<file path="src/rtl/pipe_skid_reg.sv">
// rtl/pipe_skid_reg.sv - registered valid/ready pipeline stage with one-entry skid buffer
module pipe_skid_reg #(
    parameter int N = 32
) (
    input  logic         clk,
    input  logic         rst,
    input  logic         flush,
    input  logic         in_valid,
    output logic         in_ready,
    input  logic [N-1:0] in_data,
    output logic         out_valid,
    input  logic         out_ready,
    output logic [N-1:0] out_data
);

    typedef enum logic [1:0] {
        EMPTY = 2'd0,
        ONE   = 2'd1,
        FULL  = 2'd2
    } state_t;

    state_t       state;
    logic         skid_valid;
    logic [N-1:0] skid_data;
    logic         accept;
    logic         send;

    // Ready comes from registered occupancy only, so upstream never sees out_ready combinationally.
    assign in_ready = rst & ~skid_valid;
    assign accept   = in_valid & in_ready;
    assign send     = out_valid & out_ready;

    always_ff @(posedge clk) begin
        if (!rst) begin
            state      <= EMPTY;
            out_valid  <= 1'b0;
            out_data   <= '0;
            skid_valid <= 1'b0;
            skid_data  <= '0;
        end else if (flush) begin
            state      <= EMPTY;
            out_valid  <= 1'b0;
            skid_valid <= 1'b0;
        end else begin
            case (state)
                EMPTY: begin
                    if (accept) begin
                        state     <= ONE;
                        out_valid <= 1'b1;
                        out_data  <= in_data;
                    end
                end
                ONE: begin
                    if (accept && send) begin
                        out_data <= in_data;
                    end else if (accept) begin
                        state      <= FULL;
                        skid_valid <= 1'b1;
                        skid_data  <= in_data;
                    end else if (send) begin
                        state     <= EMPTY;
                        out_valid <= 1'b0;
                    end
                end
                FULL: begin
                    // Skid word moves up behind the departing head to keep FIFO order.
                    if (send) begin
                        state      <= ONE;
                        out_data   <= skid_data;
                        skid_valid <= 1'b0;
                    end
                end
                default: begin
                    state      <= EMPTY;
                    out_valid  <= 1'b0;
                    skid_valid <= 1'b0;
                end
            endcase
        end
    end

endmodule
</file>
<file path="config.mk">
export PLATFORM = sky130hd
export DESIGN_NAME = pipe_skid_reg
export DESIGN_NICKNAME = d
export VERILOG_FILES = /design/src/rtl/pipe_skid_reg.sv
export SDC_FILE = /design/constraint.sdc
export NUM_CORES = 1
export LEC_CHECK = 0
export BUFFER_PORTS_ARGS = -buffer_cell sky130_fd_sc_hd__buf_2
export CAP_MARGIN = 0
export CORE_MARGIN = 4
export CORE_UTILIZATION = 41
export CTS_CLUSTER_DIAMETER = 150
export DETAILED_ROUTE_END_ITERATION = 12
export HOLD_SLACK_MARGIN = 0.02
export PLACE_DENSITY_LB_ADDON = 0.2
export SYNTH_ARGS = -nofsm -noshare
export SYNTH_HDL_FRONTEND = slang
export SYNTH_SLANG_ARGS = --single-unit
</file>
<file path="constraint.sdc">
create_clock -name clk -period 2.3 [get_ports clk]
set_input_delay 0 -clock clk [delete_from_list [all_inputs] [get_ports clk]]
set_output_delay 0 -clock clk [all_outputs]
set_load 0.01 [all_outputs]
</file>
# Word level (Yosys, flattened, before mapping)
# Cells that the tools add are included.
# word_totals
regBits,68
out_inout_bits,34
word_cells,50
input_bits,37
# classes
n_bitwise,9
eq_ne,10
muxes,17
reduce_logical,9
# op_table
op,n
32-bit 2-to-1 mux,3
32-bit one-hot mux with 3 select lines,1
"2-bit != test, second input constant",7
4-bit AND reduction,3
2-bit 2-to-1 mux,5
5-bit AND reduction,2
1-bit inverter,6
1-bit one-hot mux with 3 select lines,2
2-bit one-hot mux with 3 select lines,1
1-bit 2-to-1 mux,5
1-bit AND,3
"3-bit != test, second input constant",1
3-bit nonzero test,1
"2-bit by 1-bit == test with 1-bit output, second input constant",1
"2-bit == test, second input constant",1
2-bit zero test,1
2-bit OR reduction,1
1-bit logical AND,1

# Longest topological paths before layout
# Gate-level depths: netlist (run 1).
# logic_depth
depth_word,6
mapped_depth,6
depth_no_buf,4

# Worst setup path before layout (run 1)
# Ideal clock, no wire load.
# synth_path
kind,register -> register
from,register state[1]
to,register skid_data[24]
setup_ns,0.123
path_buffers,1
arrival_time_ns,1.361
synth_period_minus_slack_ns,1.484
required_time_ns,2.177
slack_ns,0.816
path_stages_with_launch,5
path_cell_list,dfxtp_1 nand4bb_4 nor4b_4 buf_2 o21ai_0
# synth_between
elab_chain_cells,2
# synth_lines
element,line,text
start: declaration,22,state_t state;
start signal: assignment,35,state <= EMPTY;
start signal: assignment,41,state <= EMPTY;
start signal: assignment,48,state <= ONE;
2-bit by 1-bit == test with 1-bit output,45,case (state)
4-bit AND reduction (no line),n/a,
end signal: assignment,59,skid_data <= in_data;
end: declaration,24,logic [N-1:0] skid_data;
# No other way between the ends.
# A chain may end at the register's enable or synchronous reset.

# Final worst setup path (run 1)
# layout_path
from,register state[1]
to,register out_data[10]
# layout_between
elab_chain_cells,3
elab_cells_between_ends,9
classes_between,eq/ne: 5; mux: 1; reduce/logical: 3
# layout_lines
element,line,text
"2-bit by 1-bit == test with 1-bit output, or another cell as far along",45,
2-bit != test (no line) / 3-bit nonzero test (equally long branches),n/a,
5-bit AND reduction (no line),n/a,
end signal: assignment,50,out_data <= in_data;
end signal: assignment,55,out_data <= in_data;
end signal: assignment,69,out_data <= skid_data;
end: declaration,13,output logic [N-1:0] out_data
# Parallel ways exist; a longest one is shown, timed or not.

==> flow_summary.json, run 1 <==
{
  "synthesis.nets": 317,
  "placedCellCount": 408,
  "core_um2": 6386,
  "cts_buffer_depth": 2,
  "cts_tree": "done",
  "multi_input_area_um2": 1240,
  "grt_max_degree": 65,
  "top_layer": "met4",
  "p_sw_mw": 0.5329,
  "peakVddDrop_uv": 334.5,
  "place_ws_ns": 0.3125,
  "crit_fanout": 32,
  "min_path_type": "input port to flip-flop",
  "finalWirelength_um": 6227,
  "r2r_cells": 4,
  "numPortBuffers": 70,
  "ios": 71,
  "async_reset_ff_share_pct": 0,
  "wl_met1_um": 2990,
  "dieArea_um2": 7958,
  "ys_seq_area_share_pct": 50.35,
  "drtIter0Drc": 102,
  "routed-wl-met2_um": 2868,
  "initial_core_util_pct": 42.34,
  "hold_violations": 0,
  "synth_seq_cells": 68,
  "cap_viol_max_count": 0,
  "synth_flop_cell": "dfxtp_1",
  "antennaDiodeCount": 0,
  "max_freq_mhz": 500.9,
  "antenna_found_initial": 0,
  "setup_ws_ns": 0.3035,
  "dpl.hpwl_um": 3839,
  "layout_common_cells": "70 x buf_2, 68 x dfxtp_1, 49 x nand2_1",
  "final_common_cell": "buf_2",
  "pwr-share-seq_pct": 52.8,
  "drive_gt1_share_pct": 24.34,
  "worst_setup_path_end_kind": "flip-flop",
  "cts_sinks": 68,
  "root_buffer": "clkbuf_8",
  "power_per_cell_area_nw_per_um2": 640.0,
  "pwr-share-clk_pct": 38.0,
  "drt-vias-per-instance": 4.991,
  "vias": 2271,
  "row_count": 29,
  "detail-route-antenna-nets": 0,
  "wl_per_cell_um": 13.69,
  "internal_power_mw": 1.777,
  "setup_violations": 0,
  "switching_share_pct": 23.07,
  "required_ns": 2.48,
  "grt_usage_pct": 16.41,
  "rsz0062_at_grt": "false",
  "final_max_slew_viol_count": 0,
  "seq_area_um2": 1361,
  "numCtsBuffers": 9,
  "instances_no_fill": 455,
  "clk_latency_ns": 0.33,
  "grt_pass1_vias": 2015,
  "grt_first_pass_wirelength_um": 9936,
  "gp_congestion": 0.7606,
  "outcome": "finished clean",
  "criticalPathCategory": "flip-flop to flip-flop",
  "post_cts.repair.setup_buffers": 0,
  "p_leak_nw": 1.649,
  "die-height_um": 89.21,
  "worst_pin_slew_ns": 1.155,
  "fin_nets": 412,
  "clk_transition_reported_paths_ns": 0.07,
  "fillers": 586,
  "yosysWarnings": 0,
  "start_kind": "flip-flop",
  "synth_edf_count": 0,
  "final.setup.tns_ns": 0,
  "min_path_cells": 3,
  "cp.arrival_ns": 2.18,
  "wl_met3_um": 260,
  "syn_to_final_growth_pct": 33.46,
  "avgSynthCellArea_um2": 9.657,
  "synthCells": 280,
  "finalClockSkew_ns": 0.007693,
  "netlist_area_um2": 2704,
  "die_x_um": 89.21,
  "finalCritPeriodShare_pct": 86.80,
  "drtPass1Iterations": 4,
  "overflow": 0,
  "ys_types": 25,
  "htreeDepth": 3,
  "relSlewSlack_pct": 23.03,
  "post-route-min-period_ns": 1.996,
  "drc_errors": 0,
  "combPwrFrac_pct": 9.2
}
==> kinds of logic (layout without fill, tap and decap cells) <==
family / Yosys count / after routing / share of synthesized area [%]
simple gates: 82 / 82 / 14.72
compound gates: 75 / 75 / 19.11
flops: 68 / 68 / 50.35
mux: 32 / 32 / 11.85
buf+inv: 23 / 121 / 3.980
==> stage by stage <==
stage / utilization [%] / power, mW / area, µm² / hold WS [ns]
3_3_place_gp: 48.59 / 1.414 / 3103 / 0.2147
3_5_place_dp: 48.59 / 1.417 / 3103 / 0.2151
5_1_grt: 56.50 / 2.415 / 3608 / 0.1374
6_report: 56.50 / 2.309 / 3608 / 0.1178
4_1_cts: 56.50 / 2.340 / 3608 / 0.1056
2_1_floorplan: - / 1.333 / 2704 / 0.1086
==> final timing paths <==
path,from,to,slack (ns)
worst min-delay path,rst,skid_data[3]$_SDFFE_PN0P_,0.12
worst max-delay path,state[1]$_SDFFE_PP0P_,out_data[10]$_SDFFE_PN0P_,0.30
worst max register to register,state[1]$_SDFFE_PP0P_,out_data[10]$_SDFFE_PN0P_,0.30
worst min register to register,skid_data[3]$_SDFFE_PN0P_,skid_data[3]$_SDFFE_PN0P_,0.46
==> layout make-up <==
| type | count | area share, % |
|---|---|---|
| clock inverter | 2 | 0.2774 |
| multi-input combinational | 189 | 34.36 |
| sequential | 68 | 37.73 |
| timing repair buffer | 107 | 20.39 |
| tap | 77 | 2.670 |
| clock buffer | 12 | 4.577 |
==> cell usage after synthesis, types with 3 or more instances <==
cell type / count / share of area [%]
nand2_1: 49 / 6.8
buf_4: 3 / 0.83
dfxtp_1: 68 / 50
nand3_1: 19 / 3.5
o21ai_0: 33 / 6.1
mux2i_1: 32 / 12
o2bb2ai_1: 32 / 10
clkbuf_1: 11 / 1.5
nand2b_1: 3 / 0.69
buf_2: 6 / 1.1
nor2_1: 4 / 0.56
==> worst max-delay path: stages, from the launching register on <==
cell and delay (ns):
dfxtp_1 0.43, nand4bb_4 0.23, a21o_1 0.14, a21o_1 0.88
o2bb2ai_1 0.15
==> power groups by stage <==
stage / clock (mW) / combinational, mW / sequential [mW]
finish: 0.877 / 0.214 / 1.22
global route: 0.960 / 0.234 / 1.22
floorplan: 0 / 0.0807 / 1.25
CTS: 0.906 / 0.215 / 1.22
global placement: 0 / 0.169 / 1.25
detailed placement: 0 / 0.171 / 1.25
==> repair_timing <==
| item | in CTS | in global routing |
|---|---|---|
| resized for setup | 0 | 0 |
| endpoints found under the hold margin | 65 | 0 |
| hold buffers | 33 | 0 |
==> metal layers <==
metal  track usage (%)  up-vias
met5                 0        -
met3             3.963        7
met1             22.48     1030
li1                  -     1195
met4             6.089        0
met2             25.12       39
==> registers in the layout, indices dropped and copies added (netlist names) <==
register,flops
out_data,32
out_valid,1
skid_data,32
skid_valid,1
state,2
No activity file was read; power rests on OpenSTA's default activity.
==> run 2, diff against run 1 <==
--- a/config.mk
+++ b/config.mk
@@ -13,5 +13,4 @@
 export DETAILED_ROUTE_END_ITERATION = 12
 export HOLD_SLACK_MARGIN = 0.02
-export PLACE_DENSITY_LB_ADDON = 0.2
 export SYNTH_ARGS = -nofsm -noshare
 export SYNTH_HDL_FRONTEND = slang
==> constraint.sdc (replaced) <==
create_clock -name clk -period 2.3 [get_ports clk]
set_input_delay 0.115 -clock clk [delete_from_list [all_inputs] [get_ports clk]]
set_output_delay 0.115 -clock clk [all_outputs]
set_load 0.01 [all_outputs]
==> run 2 against run 1 <==
Net effect: clock-buffer cell count decreased by 1; wire length increased by 1.6%; non-clock buffer count decreased by 2; sequential share of layout area decreased by 0.32 points; flip-flop and latch count unchanged; first-iteration DRC count increased by 8.8%; via count increased by 1.1%; total power increased by 8.2%; cell count unchanged; global-route usage increased by 0.72 points; worst hold slack got worse by 0.060 ns; utilization increased by 0.49 points; highest routed layer unchanged.
==> flow_summary.json, run 2 (synthesis gave the netlist of run 1 again) <==
{
  "outcome": "finished clean",
  "grt_max_degree": 65,
  "antennaDiodeCount": 0,
  "fin_area_um2": 3640,
  "seq_area_um2": 1361,
  "cp_top_family": "simple AND/OR/NAND/NOR gates",
  "final_max_slew_viol_count": 0,
  "peakVddDrop_uv": 420.5,
  "combPwrFrac_pct": 8.5,
  "crit_fanout": 64,
  "finalClockSkew_ns": 0.008499,
  "finalCritPeriodShare_pct": 69.90,
  "p_sw_mw": 0.5536,
  "post_cts.repair.setup_buffers": 0,
  "worst_pin_slew_ns": 0.4257,
  "drc_errors": 0,
  "grt_first_pass_wirelength_um": 10330,
  "cts_tree": "done",
  "worstPathBufferInverterCount": 1,
  "initial_core_util_pct": 42.34,
  "fin_nets": 410,
  "layout_common_cells": "70 x buf_2, 68 x dfxtp_1, 49 x nand2_1",
  "total_power_mw": 2.499,
  "power_per_cell_area_nw_per_um2": 686.6,
  "gp_congestion": 0.6768,
  "numCtsBuffers": 9,
  "hold_violations": 0,
  "post-route-min-period_ns": 1.608,
  "ios": 71,
  "detail-route-antenna-nets": 0,
  "cts_buffer_depth": 2,
  "row_count": 29,
  "final.setup.tns_ns": 0,
  "fillers": 579,
  "cp_slowest_stage_delay_ns": 0.38,
  "max_freq_mhz": 622.0,
  "relSlewSlack_pct": 71.62,
  "core_um2": 6386,
  "internal_power_mw": 1.945,
  "p_leak_nw": 1.666,
  "numPortBuffers": 70,
  "clk_transition_reported_paths_ns": 0.07,
  "vias": 2295,
  "grt_usage_pct": 17.14,
  "multi_input_area_um2": 1240,
  "grt_pass1_vias": 2184,
  "rsz0062_at_grt": "false",
  "syn_to_final_growth_pct": 34.61,
  "dieArea_um2": 7958,
  "drt-vias-per-instance": 5.044,
  "pwr-share-seq_pct": 48.8,
  "dpl.hpwl_um": 3814,
  "cp.arrival_ns": 1.86,
  "reg_top3": "out_data x32, skid_data x32, state x2",
  "antenna_found_initial": 0,
  "die_x_um": 89.21,
  "min_path_type": "input port to flip-flop",
  "drtPass1Iterations": 4,
  "wl_per_cell_um": 13.91,
  "cts_sinks": 68,
  "cp_cell_sequence": "nand4bb_4 > nor4b_4 > buf_12 > nand3_1 > o21ai_0",
  "slowest_stage": "dfxtp_1",
  "root_buffer": "clkbuf_8",
  "htreeDepth": 3,
  "final_common_cell": "buf_2",
  "required_ns": 2.55,
  "criticalPathCategory": "flip-flop to flip-flop",
  "die-height_um": 89.21,
  "start_kind": "flip-flop",
  "switching_share_pct": 22.15,
  "overflow": 0,
  "cap_viol_max_count": 0,
  "clk_latency_ns": 0.34,
  "setup_violations": 0,
  "pwr-share-clk_pct": 42.8,
  "worst_setup_path_end_kind": "flip-flop",
  "finalWirelength_um": 6328,
  "drive_gt1_share_pct": 24.87,
  "drtIter0Drc": 111,
  "placed_area_um2": 3123
}
## run 2: path summary, 6_finish.rpt
path / from / end / slack (ns) / cells after the start
setup reg to reg: state[1]$_SDFFE_PP0P_ / skid_data[6]$_SDFFE_PN0P_ / 0.69 / 5
hold reg to reg: skid_data[19]$_SDFFE_PN0P_ / skid_data[19]$_SDFFE_PN0P_ / 0.46 / 2
setup / recovery: state[1]$_SDFFE_PP0P_ / skid_data[6]$_SDFFE_PN0P_ / 0.69 / 5
hold / removal: in_data[6] / skid_data[6]$_SDFFE_PN0P_ / 0.06 / 3
## run 2: layer usage
metal	wire length, µm	vias up	GRT usage (%)
met1	2908	1046	21.67
met4	125	0	7.172
li1	-	1193	-
met2	3041	45	27.06
met5	0	-	0
met3	253	11	5.346
## run 2: power groups by stage
stage	clock [mW]	combinational (mW)	sequential, mW
after global placement	0	0.172	1.25
after detailed placement	0	0.174	1.24
final	1.07	0.212	1.22
after floorplan	0	0.0807	1.25
after global routing	1.17	0.234	1.22
after CTS	1.11	0.213	1.22
## run 2: tightest hold or removal path, cell delays in order
cell and delay [ns]:
buf_2 0.09, nand3_1 0.06, o21ai_0 0.08
## run 2: final cells by class
type / count / area share, %
clock buffers: 11 / 3.885
clock inverters: 5 / 2.063
multi-input cells: 189 / 34.07
flip-flops and latches: 68 / 37.40
well taps: 77 / 2.647
repair buffers: 105 / 19.94
## run 2: what timing repair did
action / 4_1_cts / 5_1_grt
resized for setup: 0 / 0
hold endpoints to repair: 30 / 0
hold buffers: 30 / 0
## run 2: through the flow
stage | worst slack (ns) | utilization, % | instances | hold WS, ns
3_3_place_gp | 0.7216 | 48.90 | 409 | 0.3266
4_1_cts | 0.6724 | 56.99 | 455 | 0.03685
2_1_floorplan | 0.8161 | - | 280 | 0.2236
6_report | 0.6922 | 56.99 | 455 | 0.05743
3_5_place_dp | 0.6834 | 48.90 | 409 | 0.3349
5_1_grt | 0.5688 | 56.99 | 455 | 0.04127
